File: src/rtl/cache_fill_ctrl_if.sv
// CPU, cache and backing-memory signal bundle for the cache fill controller.
interface cache_fill_ctrl_if #(
  parameter int unsigned ADDR_WIDTH = 8,
  parameter int unsigned LINE_WIDTH = 32
);
  // CPU request / response
  logic                  cpu_valid;
  logic                  cpu_ready;
  logic                  cpu_write;
  logic [ADDR_WIDTH-1:0] cpu_addr;
  logic [LINE_WIDTH-1:0] cpu_wdata;
  logic                  rsp_valid;
  logic [LINE_WIDTH-1:0] rsp_data;

  // Line cache drive / observe
  logic                  cache_read;
  logic                  cache_write;
  logic [ADDR_WIDTH-1:0] cache_addr;
  logic [LINE_WIDTH-1:0] cache_val;
  logic                  cache_hit;
  logic [LINE_WIDTH-1:0] cache_out_val;

  // Backing memory req/ack
  logic                  mem_req;
  logic                  mem_we;
  logic [ADDR_WIDTH-1:0] mem_addr;
  logic [LINE_WIDTH-1:0] mem_wdata;
  logic                  mem_ack;
  logic [LINE_WIDTH-1:0] mem_rdata;

  // Controller side
  modport master (
    input  cpu_valid, cpu_write, cpu_addr, cpu_wdata,
    input  cache_hit, cache_out_val,
    input  mem_ack, mem_rdata,
    output cpu_ready, rsp_valid, rsp_data,
    output cache_read, cache_write, cache_addr, cache_val,
    output mem_req, mem_we, mem_addr, mem_wdata
  );

  // CPU / cache / memory environment side
  modport slave (
    output cpu_valid, cpu_write, cpu_addr, cpu_wdata,
    output cache_hit, cache_out_val,
    output mem_ack, mem_rdata,
    input  cpu_ready, rsp_valid, rsp_data,
    input  cache_read, cache_write, cache_addr, cache_val,
    input  mem_req, mem_we, mem_addr, mem_wdata
  );
endinterface

File: src/rtl/cache_fill_ctrl.sv
// Initiator-side controller for a K-way fully-associative line cache:
// CPU lookup, miss fetch from memory, write-through with allocate, cache fill.
module cache_fill_ctrl #(
  parameter int unsigned ADDR_WIDTH = 8,
  parameter int unsigned LINE_WIDTH = 32,
  parameter int unsigned K          = 2,
  parameter int unsigned STAT_WIDTH = 16
) (
  input  logic                   clock,
  input  logic                   reset,
  cache_fill_ctrl_if.master      bus,
  output logic                   fill_err,
  output logic [STAT_WIDTH-1:0]  hit_cnt,
  output logic [STAT_WIDTH-1:0]  miss_cnt
);

  // CLOCK eviction may take 2K+1 edges; give up at FILL cycle 2K+3.
  localparam int unsigned FILL_LIMIT = 2 * K + 3;
  localparam int unsigned FCNT_W     = $clog2(FILL_LIMIT);

  localparam logic [2:0] S_IDLE   = 3'd0;
  localparam logic [2:0] S_LOOKUP = 3'd1;
  localparam logic [2:0] S_CHECK  = 3'd2;
  localparam logic [2:0] S_MEM_RD = 3'd3;
  localparam logic [2:0] S_MEM_WR = 3'd4;
  localparam logic [2:0] S_FILL   = 3'd5;
  localparam logic [2:0] S_RESP   = 3'd6;

  logic [2:0]            state_q,    state_d;
  logic [ADDR_WIDTH-1:0] addr_q,     addr_d;
  logic [LINE_WIDTH-1:0] wdata_q,    wdata_d;
  logic [LINE_WIDTH-1:0] fill_q,     fill_d;
  logic [LINE_WIDTH-1:0] rsp_data_q, rsp_data_d;
  logic [FCNT_W-1:0]     fcnt_q,     fcnt_d;
  logic                  fill_err_q, fill_err_d;
  logic [STAT_WIDTH-1:0] hit_cnt_q,  hit_cnt_d;
  logic [STAT_WIDTH-1:0] miss_cnt_q, miss_cnt_d;

  logic cpu_ready_q;
  logic rsp_valid_q;
  logic cache_read_q;
  logic cache_write_q;
  logic mem_req_q;
  logic mem_we_q;

  // Next-state, datapath latching and saturating statistics
  always_comb begin
    state_d    = state_q;
    addr_d     = addr_q;
    wdata_d    = wdata_q;
    fill_d     = fill_q;
    rsp_data_d = rsp_data_q;
    fcnt_d     = fcnt_q;
    fill_err_d = fill_err_q;
    hit_cnt_d  = hit_cnt_q;
    miss_cnt_d = miss_cnt_q;

    case (state_q)
      S_IDLE: begin
        if (bus.cpu_valid) begin
          addr_d  = bus.cpu_addr;
          wdata_d = bus.cpu_wdata;
          state_d = bus.cpu_write ? S_MEM_WR : S_LOOKUP;
        end
      end

      S_LOOKUP: begin
        state_d = S_CHECK;
      end

      S_CHECK: begin
        // cache_hit was registered by the cache on the LOOKUP edge
        if (bus.cache_hit) begin
          rsp_data_d = bus.cache_out_val;
          if (hit_cnt_q != {STAT_WIDTH{1'b1}}) begin
            hit_cnt_d = hit_cnt_q + STAT_WIDTH'(1);
          end
          state_d = S_RESP;
        end else begin
          if (miss_cnt_q != {STAT_WIDTH{1'b1}}) begin
            miss_cnt_d = miss_cnt_q + STAT_WIDTH'(1);
          end
          state_d = S_MEM_RD;
        end
      end

      S_MEM_RD: begin
        if (bus.mem_ack) begin
          fill_d  = bus.mem_rdata;
          fcnt_d  = '0;
          state_d = S_FILL;
        end
      end

      S_MEM_WR: begin
        if (bus.mem_ack) begin
          fill_d  = wdata_q;
          fcnt_d  = '0;
          state_d = S_FILL;
        end
      end

      S_FILL: begin
        // fcnt_q == 0 is the first FILL cycle, whose cache_hit is stale
        fcnt_d = fcnt_q + FCNT_W'(1);
        if ((fcnt_q != '0) && bus.cache_hit) begin
          rsp_data_d = fill_q;
          state_d    = S_RESP;
        end else if (fcnt_q == FCNT_W'(FILL_LIMIT - 1)) begin
          fill_err_d = 1'b1;
          rsp_data_d = fill_q;
          state_d    = S_RESP;
        end
      end

      S_RESP: begin
        state_d = S_IDLE;
      end

      default: begin
        state_d = S_IDLE;
      end
    endcase
  end

  // State, datapath and Moore outputs registered from the next state
  always_ff @(posedge clock or posedge reset) begin
    if (reset) begin
      state_q       <= S_IDLE;
      addr_q        <= '0;
      wdata_q       <= '0;
      fill_q        <= '0;
      rsp_data_q    <= '0;
      fcnt_q        <= '0;
      fill_err_q    <= 1'b0;
      hit_cnt_q     <= '0;
      miss_cnt_q    <= '0;
      cpu_ready_q   <= 1'b1;
      rsp_valid_q   <= 1'b0;
      cache_read_q  <= 1'b0;
      cache_write_q <= 1'b0;
      mem_req_q     <= 1'b0;
      mem_we_q      <= 1'b0;
    end else begin
      state_q       <= state_d;
      addr_q        <= addr_d;
      wdata_q       <= wdata_d;
      fill_q        <= fill_d;
      rsp_data_q    <= rsp_data_d;
      fcnt_q        <= fcnt_d;
      fill_err_q    <= fill_err_d;
      hit_cnt_q     <= hit_cnt_d;
      miss_cnt_q    <= miss_cnt_d;
      cpu_ready_q   <= (state_d == S_IDLE);
      rsp_valid_q   <= (state_d == S_RESP);
      cache_read_q  <= (state_d == S_LOOKUP);
      cache_write_q <= (state_d == S_FILL);
      mem_req_q     <= (state_d == S_MEM_RD) || (state_d == S_MEM_WR);
      mem_we_q      <= (state_d == S_MEM_WR);
    end
  end

  // Output wiring
  assign bus.cpu_ready   = cpu_ready_q;
  assign bus.rsp_valid   = rsp_valid_q;
  assign bus.rsp_data    = rsp_data_q;
  assign bus.cache_read  = cache_read_q;
  assign bus.cache_write = cache_write_q;
  assign bus.cache_addr  = addr_q;
  assign bus.cache_val   = fill_q;
  assign bus.mem_req     = mem_req_q;
  assign bus.mem_we      = mem_we_q;
  assign bus.mem_addr    = addr_q;
  assign bus.mem_wdata   = wdata_q;
  assign fill_err        = fill_err_q;
  assign hit_cnt         = hit_cnt_q;
  assign miss_cnt        = miss_cnt_q;

endmodule

File: src/flat_wrapper.sv
// flat-port wrapper written by rule: the top's interface ports become plain ports
module cache_fill_ctrl_flat 
#(
  parameter int unsigned ADDR_WIDTH = 8,
  parameter int unsigned LINE_WIDTH = 32,
  parameter int unsigned K          = 2,
  parameter int unsigned STAT_WIDTH = 16
)
  (clock, reset, fill_err, hit_cnt, miss_cnt, bus_cpu_valid, bus_cpu_write, bus_cpu_addr, bus_cpu_wdata, bus_cache_hit, bus_cache_out_val, bus_mem_ack, bus_mem_rdata, bus_cpu_ready, bus_rsp_valid, bus_rsp_data, bus_cache_read, bus_cache_write, bus_cache_addr, bus_cache_val, bus_mem_req, bus_mem_we, bus_mem_addr, bus_mem_wdata);
  cache_fill_ctrl_if #(.ADDR_WIDTH(ADDR_WIDTH), .LINE_WIDTH(LINE_WIDTH)) bus_i ();
  input  logic clock;
  input  logic reset;
  output logic fill_err;
  output logic [STAT_WIDTH-1:0] hit_cnt;
  output logic [STAT_WIDTH-1:0] miss_cnt;
  input wire logic [$bits(bus_i.cpu_valid)-1:0] bus_cpu_valid;
  input wire logic [$bits(bus_i.cpu_write)-1:0] bus_cpu_write;
  input wire logic [$bits(bus_i.cpu_addr)-1:0] bus_cpu_addr;
  input wire logic [$bits(bus_i.cpu_wdata)-1:0] bus_cpu_wdata;
  input wire logic [$bits(bus_i.cache_hit)-1:0] bus_cache_hit;
  input wire logic [$bits(bus_i.cache_out_val)-1:0] bus_cache_out_val;
  input wire logic [$bits(bus_i.mem_ack)-1:0] bus_mem_ack;
  input wire logic [$bits(bus_i.mem_rdata)-1:0] bus_mem_rdata;
  output wire logic [$bits(bus_i.cpu_ready)-1:0] bus_cpu_ready;
  output wire logic [$bits(bus_i.rsp_valid)-1:0] bus_rsp_valid;
  output wire logic [$bits(bus_i.rsp_data)-1:0] bus_rsp_data;
  output wire logic [$bits(bus_i.cache_read)-1:0] bus_cache_read;
  output wire logic [$bits(bus_i.cache_write)-1:0] bus_cache_write;
  output wire logic [$bits(bus_i.cache_addr)-1:0] bus_cache_addr;
  output wire logic [$bits(bus_i.cache_val)-1:0] bus_cache_val;
  output wire logic [$bits(bus_i.mem_req)-1:0] bus_mem_req;
  output wire logic [$bits(bus_i.mem_we)-1:0] bus_mem_we;
  output wire logic [$bits(bus_i.mem_addr)-1:0] bus_mem_addr;
  output wire logic [$bits(bus_i.mem_wdata)-1:0] bus_mem_wdata;
  assign bus_i.cpu_valid = bus_cpu_valid;
  assign bus_i.cpu_write = bus_cpu_write;
  assign bus_i.cpu_addr = bus_cpu_addr;
  assign bus_i.cpu_wdata = bus_cpu_wdata;
  assign bus_i.cache_hit = bus_cache_hit;
  assign bus_i.cache_out_val = bus_cache_out_val;
  assign bus_i.mem_ack = bus_mem_ack;
  assign bus_i.mem_rdata = bus_mem_rdata;
  assign bus_cpu_ready = bus_i.cpu_ready;
  assign bus_rsp_valid = bus_i.rsp_valid;
  assign bus_rsp_data = bus_i.rsp_data;
  assign bus_cache_read = bus_i.cache_read;
  assign bus_cache_write = bus_i.cache_write;
  assign bus_cache_addr = bus_i.cache_addr;
  assign bus_cache_val = bus_i.cache_val;
  assign bus_mem_req = bus_i.mem_req;
  assign bus_mem_we = bus_i.mem_we;
  assign bus_mem_addr = bus_i.mem_addr;
  assign bus_mem_wdata = bus_i.mem_wdata;
  cache_fill_ctrl #(.ADDR_WIDTH(ADDR_WIDTH), .LINE_WIDTH(LINE_WIDTH), .K(K), .STAT_WIDTH(STAT_WIDTH)) u_core (.clock(clock), .reset(reset), .bus(bus_i), .fill_err(fill_err), .hit_cnt(hit_cnt), .miss_cnt(miss_cnt));
endmodule
File: config.mk
export PLATFORM = sky130hd
export DESIGN_NAME = cache_fill_ctrl_flat
export DESIGN_NICKNAME = d
export VERILOG_FILES = /design/src/rtl/cache_fill_ctrl_if.sv /design/src/rtl/cache_fill_ctrl.sv /design/src/flat_wrapper.sv
export SDC_FILE = /design/constraint.sdc
export NUM_CORES = 1
export LEC_CHECK = 0
export CAP_MARGIN = 5
export CORE_ASPECT_RATIO = 0.6
export CORE_MARGIN = 2
export CORE_UTILIZATION = 48
export CTS_CLUSTER_SIZE = 12
export DETAILED_ROUTE_END_ITERATION = 10
export DONT_BUFFER_PORTS = 1
export GPL_TIMING_DRIVEN = 1
export HOLD_SLACK_MARGIN = 0.15
export MAX_ROUTING_LAYER = met4
export PLACE_DENSITY = 0.63
export SETUP_SLACK_MARGIN = 0.4
export SYNTH_ARGS = -nofsm -noshare
export SYNTH_HDL_FRONTEND = slang
export SYNTH_SLANG_ARGS = --single-unit
File: constraint.sdc
create_clock -name clock -period 6.55 [get_ports clock]
set_input_delay 1.31 -clock clock [delete_from_list [all_inputs] [get_ports clock]]
set_output_delay 1.31 -clock clock [all_outputs]
set_load 0.01 [all_outputs]
### Word-level counts from Yosys, hierarchy flattened

Index checks and enable logic that the tools add are counted.

* register bits: 149
* input port bits: 110
* output and inout port bits: 151
* logic and storage cells: 70

* add/sub/neg operators: 3
* eq/ne operators: 18
* mux-type cells: 16
* bitwise operators: 2
* reduce and logical (&&, ||, !) cells: 16

Operators with widths (count)
* $mux W32: 5
* $pmux W32 S2: 2
* $add A16 B1 Y16 const B: 2
* $ne A16 B16 Y1 const B: 2
* $mux W3: 7
* $eq A3 B3 Y1 const B: 6
* $pmux W3 S5: 1
* $reduce_and A3 Y1: 5
* $eq A3 B2 Y1 const B: 3
* $eq A3 B1 Y1 const B: 2
* $logic_not A3 Y1: 2
* $ne A2 B2 Y1 const B: 3
* $pmux W3 S2: 1
* $reduce_bool A2 Y1: 3
* $reduce_and A2 Y1: 2
* $add A3 B1 Y3 const B: 1
* $ne A3 B1 Y1 const B: 1
* $reduce_bool A3 Y1: 1
* $ne A2 B1 Y1 const B: 1
* $not A1 Y1: 2
* $reduce_or A2 Y1: 1
* $logic_and A1 B1 Y1: 1
* $logic_or A1 B1 Y1: 1

### Depth between registers and ports, before layout

* depth after elaboration: 6
* gate-level depth with buffers: 8

### Least setup slack after synthesis

OpenSTA, ideal clock, no wires.

* kind: input -> register
* from: in bus_cache_hit
* to: reg u_core.miss_cnt_q[14] (netlist: u_core.miss_cnt[14])
* setup time: 128 ps
* data arrival time: 2569 ps
* data required time: 6422 ps
* setup slack: 3853 ps
* stages on the path: 4
* buffers on the path: 0
* cells stage by stage: or4b_4 > or2_4 > nor4_4 > mux2_1

* cells in the longest elaborated chain, start to end: 2

RTL lines
* from (decl): line flat_wrapper.sv:20 `input wire logic [$bits(bus_i.cache_hit)-1:0] bus_cache_hit;`
* $not A1 Y1 (no source line)
* $reduce_and A3 Y1 (no source line)
* to (signal assigned): line cache_fill_ctrl.sv:153 `miss_cnt_q <= miss_cnt_d;`
* to (decl): line cache_fill_ctrl.sv:37 `logic [STAT_WIDTH-1:0] miss_cnt_q, miss_cnt_d;`

No other way between the ends.
A chain may end at the register's enable or synchronous reset.

### Final worst setup path

* from: in bus_cpu_valid
* to: reg u_core.wdata_q[27] (netlist: u_core.bus.mem_wdata[27])

* cells in the longest elaborated chain, start to end: 1

RTL lines
* from (decl): line flat_wrapper.sv:16 `input wire logic [$bits(bus_i.cpu_valid)-1:0] bus_cpu_valid;`
* $reduce_and A2 Y1 (no source line)
* to (signal assigned): line cache_fill_ctrl.sv:147 `wdata_q <= wdata_d;`
* to (decl): line cache_fill_ctrl.sv:31 `logic [LINE_WIDTH-1:0] wdata_q, wdata_d;`

No other way between the ends.

==> impl_metrics.yaml <==
routing:
  routed_wl_um: 15490
  wl_per_cell_um: 20.01
  drcViolationCount: 0
  avgViaCountPerCell: 5.615
  dr_total_vias: 4346
  drtAntennaViolNets: 0
  drt_iter0_drc: 268
  dr.pass1.iters: 4
pwr:
  vdd_ir_drop_max_uv: 230.8
  netSwitchingFraction_pct: 38.96
  p_sw_uw: 1443
  p_leak_uw: 0.003378
  power.share.sequential_pct: 49.8
  power.internal_uw: 2261
  power_frac_comb_pct: 24.7
  power_frac_clock_pct: 25.5
  p_per_area_nw_per_um2: 500.0
yosys:
  synth_area_per_cell_um2: 11.54
  yosys-top-cells-area: "dfrtp_1, mux2i_1, mux2_2"
  netlist_instances: 582
  synth_warnings: 0
  synth_seq_area_share_pct: 55.53
  synth-seq-cells: 149
  synth_top_area_cell: "dfrtp_1"
  synth_flop_cell: "dfrtp_1"
  synth_nets: 697
  yosysUniqueCellTypes: 49
  synth_top_area_share_pct: 55.14
  netlist_area_um2: 6716
  synth_edf_count: 0
  synthArstFlopShare_pct: 100.0
die:
  die_w_um: 156.7
  dieArea_um2: 14990
  start_util_pct: 49.14
  coreArea_um2: 13670
  rows: 33
  io_pins: 261
  dieHeight_um: 95.63
sta:
  period_share_pct: 44.39
  worst_slew_pin_slew_ps: 1209
  slew-limit-headroom_pct: 19.06
  min_period_ps: 2907
  clock_skew_ps: 7.126
  slew_viol_final: 0
  rsz0062_at_grt: "no"
  fin_tns_setup_ps: 0
  setup_ws_ps: 3643
  max_freq_mhz: 343.9
  setup_viol: 0
  finalHoldViolations: 0
  hold_ws_ps: 541.7
worst_hold_path:
  hold_class: "flop to flop"
finish:
  design_area_um2: 7410
  multiInputGateArea_um2: 2774
  seq_area_um2: 3730
  fillCellCount: 1162
  nNetsFinal: 684
  n_antenna_cell: 0
  drive_gt1_share_pct: 16.32
  syn_to_final_growth_pct: 10.32
clocking:
  h-tree-depth: 4
  ctsResizeCount: 0
  clkLatencyLatePin_ps: 410
  cts_hold_buf: 0
  cts.sinks: 149
  clk_path_buf_depth: 2
  clock-root-buffer: "clkbuf_16"
  clk_pin_slew_ps: 60
  cts_setup_buffers: 0
  numCtsBuffers: 17
  cts_tree: "yes"
place:
  port_buffers: 0
  gp_congestion: 0.8036
  post-dp-hpwl_um: 10870
  pre_cts_slack_ps: 3230
  postPlaceCellArea_um2: 6839
flow_run:
  drv_cap: 0
global_route:
  antenna_found_initial: 0
  grt_pass1_wl_um: 23890
  gr-total-overflow: 0
  grt_pass1_vias: 4273
  grt_max_degree: 113
  grt.total_usage_pct: 21.73
setup_path:
  cp-end-kind: "flop"
  ff2ff_setup_slack_ps: 3840
  path_max_fanout: 25
  crit_type: "input pin to flop"
  critPathRequiredTime_ps: 6840
  arrival_ps: 3200
  startpoint_type: "input pin"
outcome:
  status: "finished clean"
through the flow:
step                      total power [uW]  std cells  util, %
after floorplan                       2539        582        -
after global placement                2739        742    50.04
after CTS                             3753        774    54.22
after detailed placement              2796        742    50.04
final                                 3705        774    54.22
after global routing                  3953        774    54.22
synthesized netlist by cell type (4+ instances only):
cell type,count
a21oi_1,35
ha_1,5
nor2b_1,4
clkbuf_1,8
nand3b_1,4
nor3b_1,4
nand4_1,9
nor2_1,45
xnor2_1,9
xor2_1,16
dfrtp_1,148
buf_2,21
mux2i_1,65
nand3_1,12
nand2_1,40
nor3_1,10
o21ai_0,39
buf_4,8
inv_1,12
mux2_2,44
worst max-delay path, cell delays in order:
cell and delay, ps:
nor4b_4 940, buf_4 500, mux2_2 390
worst paths after layout:
check / from / to / cells after the start
setup / recovery: bus_cpu_valid / u_core.bus.mem_wdata[27] / 3
hold / removal: u_core.fcnt_q[0] / u_core.fcnt_q[0] / 1
setup reg to reg: u_core.state_q[1] / u_core.bus.mem_wdata[27] / 3
hold reg to reg: u_core.fcnt_q[0] / u_core.fcnt_q[0] / 1
max in group asynchronous: reset / u_core.miss_cnt[0] / 2
min in group asynchronous: reset / u_core.bus.cache_val[6] / 1
registers in the layout, indices dropped and copies added (netlist names), 3 cells and up:
register               flops
u_core.fcnt_q              3
u_core.state_q             3
u_core.miss_cnt           16
u_core.bus.cache_val      32
u_core.bus.cache_addr      8
u_core.hit_cnt            16
u_core.bus.mem_wdata      32
u_core.bus.rsp_data       32
power by group through the flow:
stage | sequential (uW) | combinational [uW] | clock [uW]
CTS | 1860 | 927 | 969
finish | 1850 | 915 | 944
floorplan | 1700 | 839 | 0
global route | 1900 | 1040 | 1010
detailed placement | 1870 | 927 | 0
global placement | 1860 | 881 | 0
kinds of logic (layout without fill, tap and decap cells):
family	count (synthesis)	after routing	synth area share, %
compound gates	90	90	7.266
xor+xnor	25	25	3.260
fa+ha+maj	5	5	0.9314
buf+inv	50	50	3.744
flops	149	149	55.53
mux	110	110	17.23
simple gates	153	153	12.03
layout by cell type, fill, tap and decap left out, types with 3 or more instances in the layout:
cell / instances
a21oi_1: 35
a31oi_1: 3
and4_1: 3
buf_4: 6
clkbuf_16: 17
clkinvlp_4: 3
dfrtp_1: 148
ha_1: 5
inv_1: 11
inv_6: 6
mux2_2: 44
mux2i_1: 65
nand2_1: 40
nand2b_1: 3
nand3_1: 12
nand3b_1: 4
nand4_1: 9
nor2_1: 45
nor2b_1: 4
nor3_1: 10
nor3b_1: 3
nor4_1: 3
o21ai_0: 39
xnor2_1: 9
xor2_1: 16
layout make-up:
type	instances	share of cell area, %
flip-flops and latches	149	50.34
multi-input cells	383	37.44
clock buffers	18	5.792
well taps	192	3.242
clock inverters	14	1.908
inverters	12	0.6754
repair buffers	6	0.6079
per-layer routing:
layer,vias to the layer above,global-route usage (%),part of all wire (%)
met2,166,31.87,46
met1,2144,28.89,45
met3,17,7.227,7.5
li1,2019,-,-
met4,0,6.269,1.2
met5,-,-,0
(Power assumes the default switching activity.)
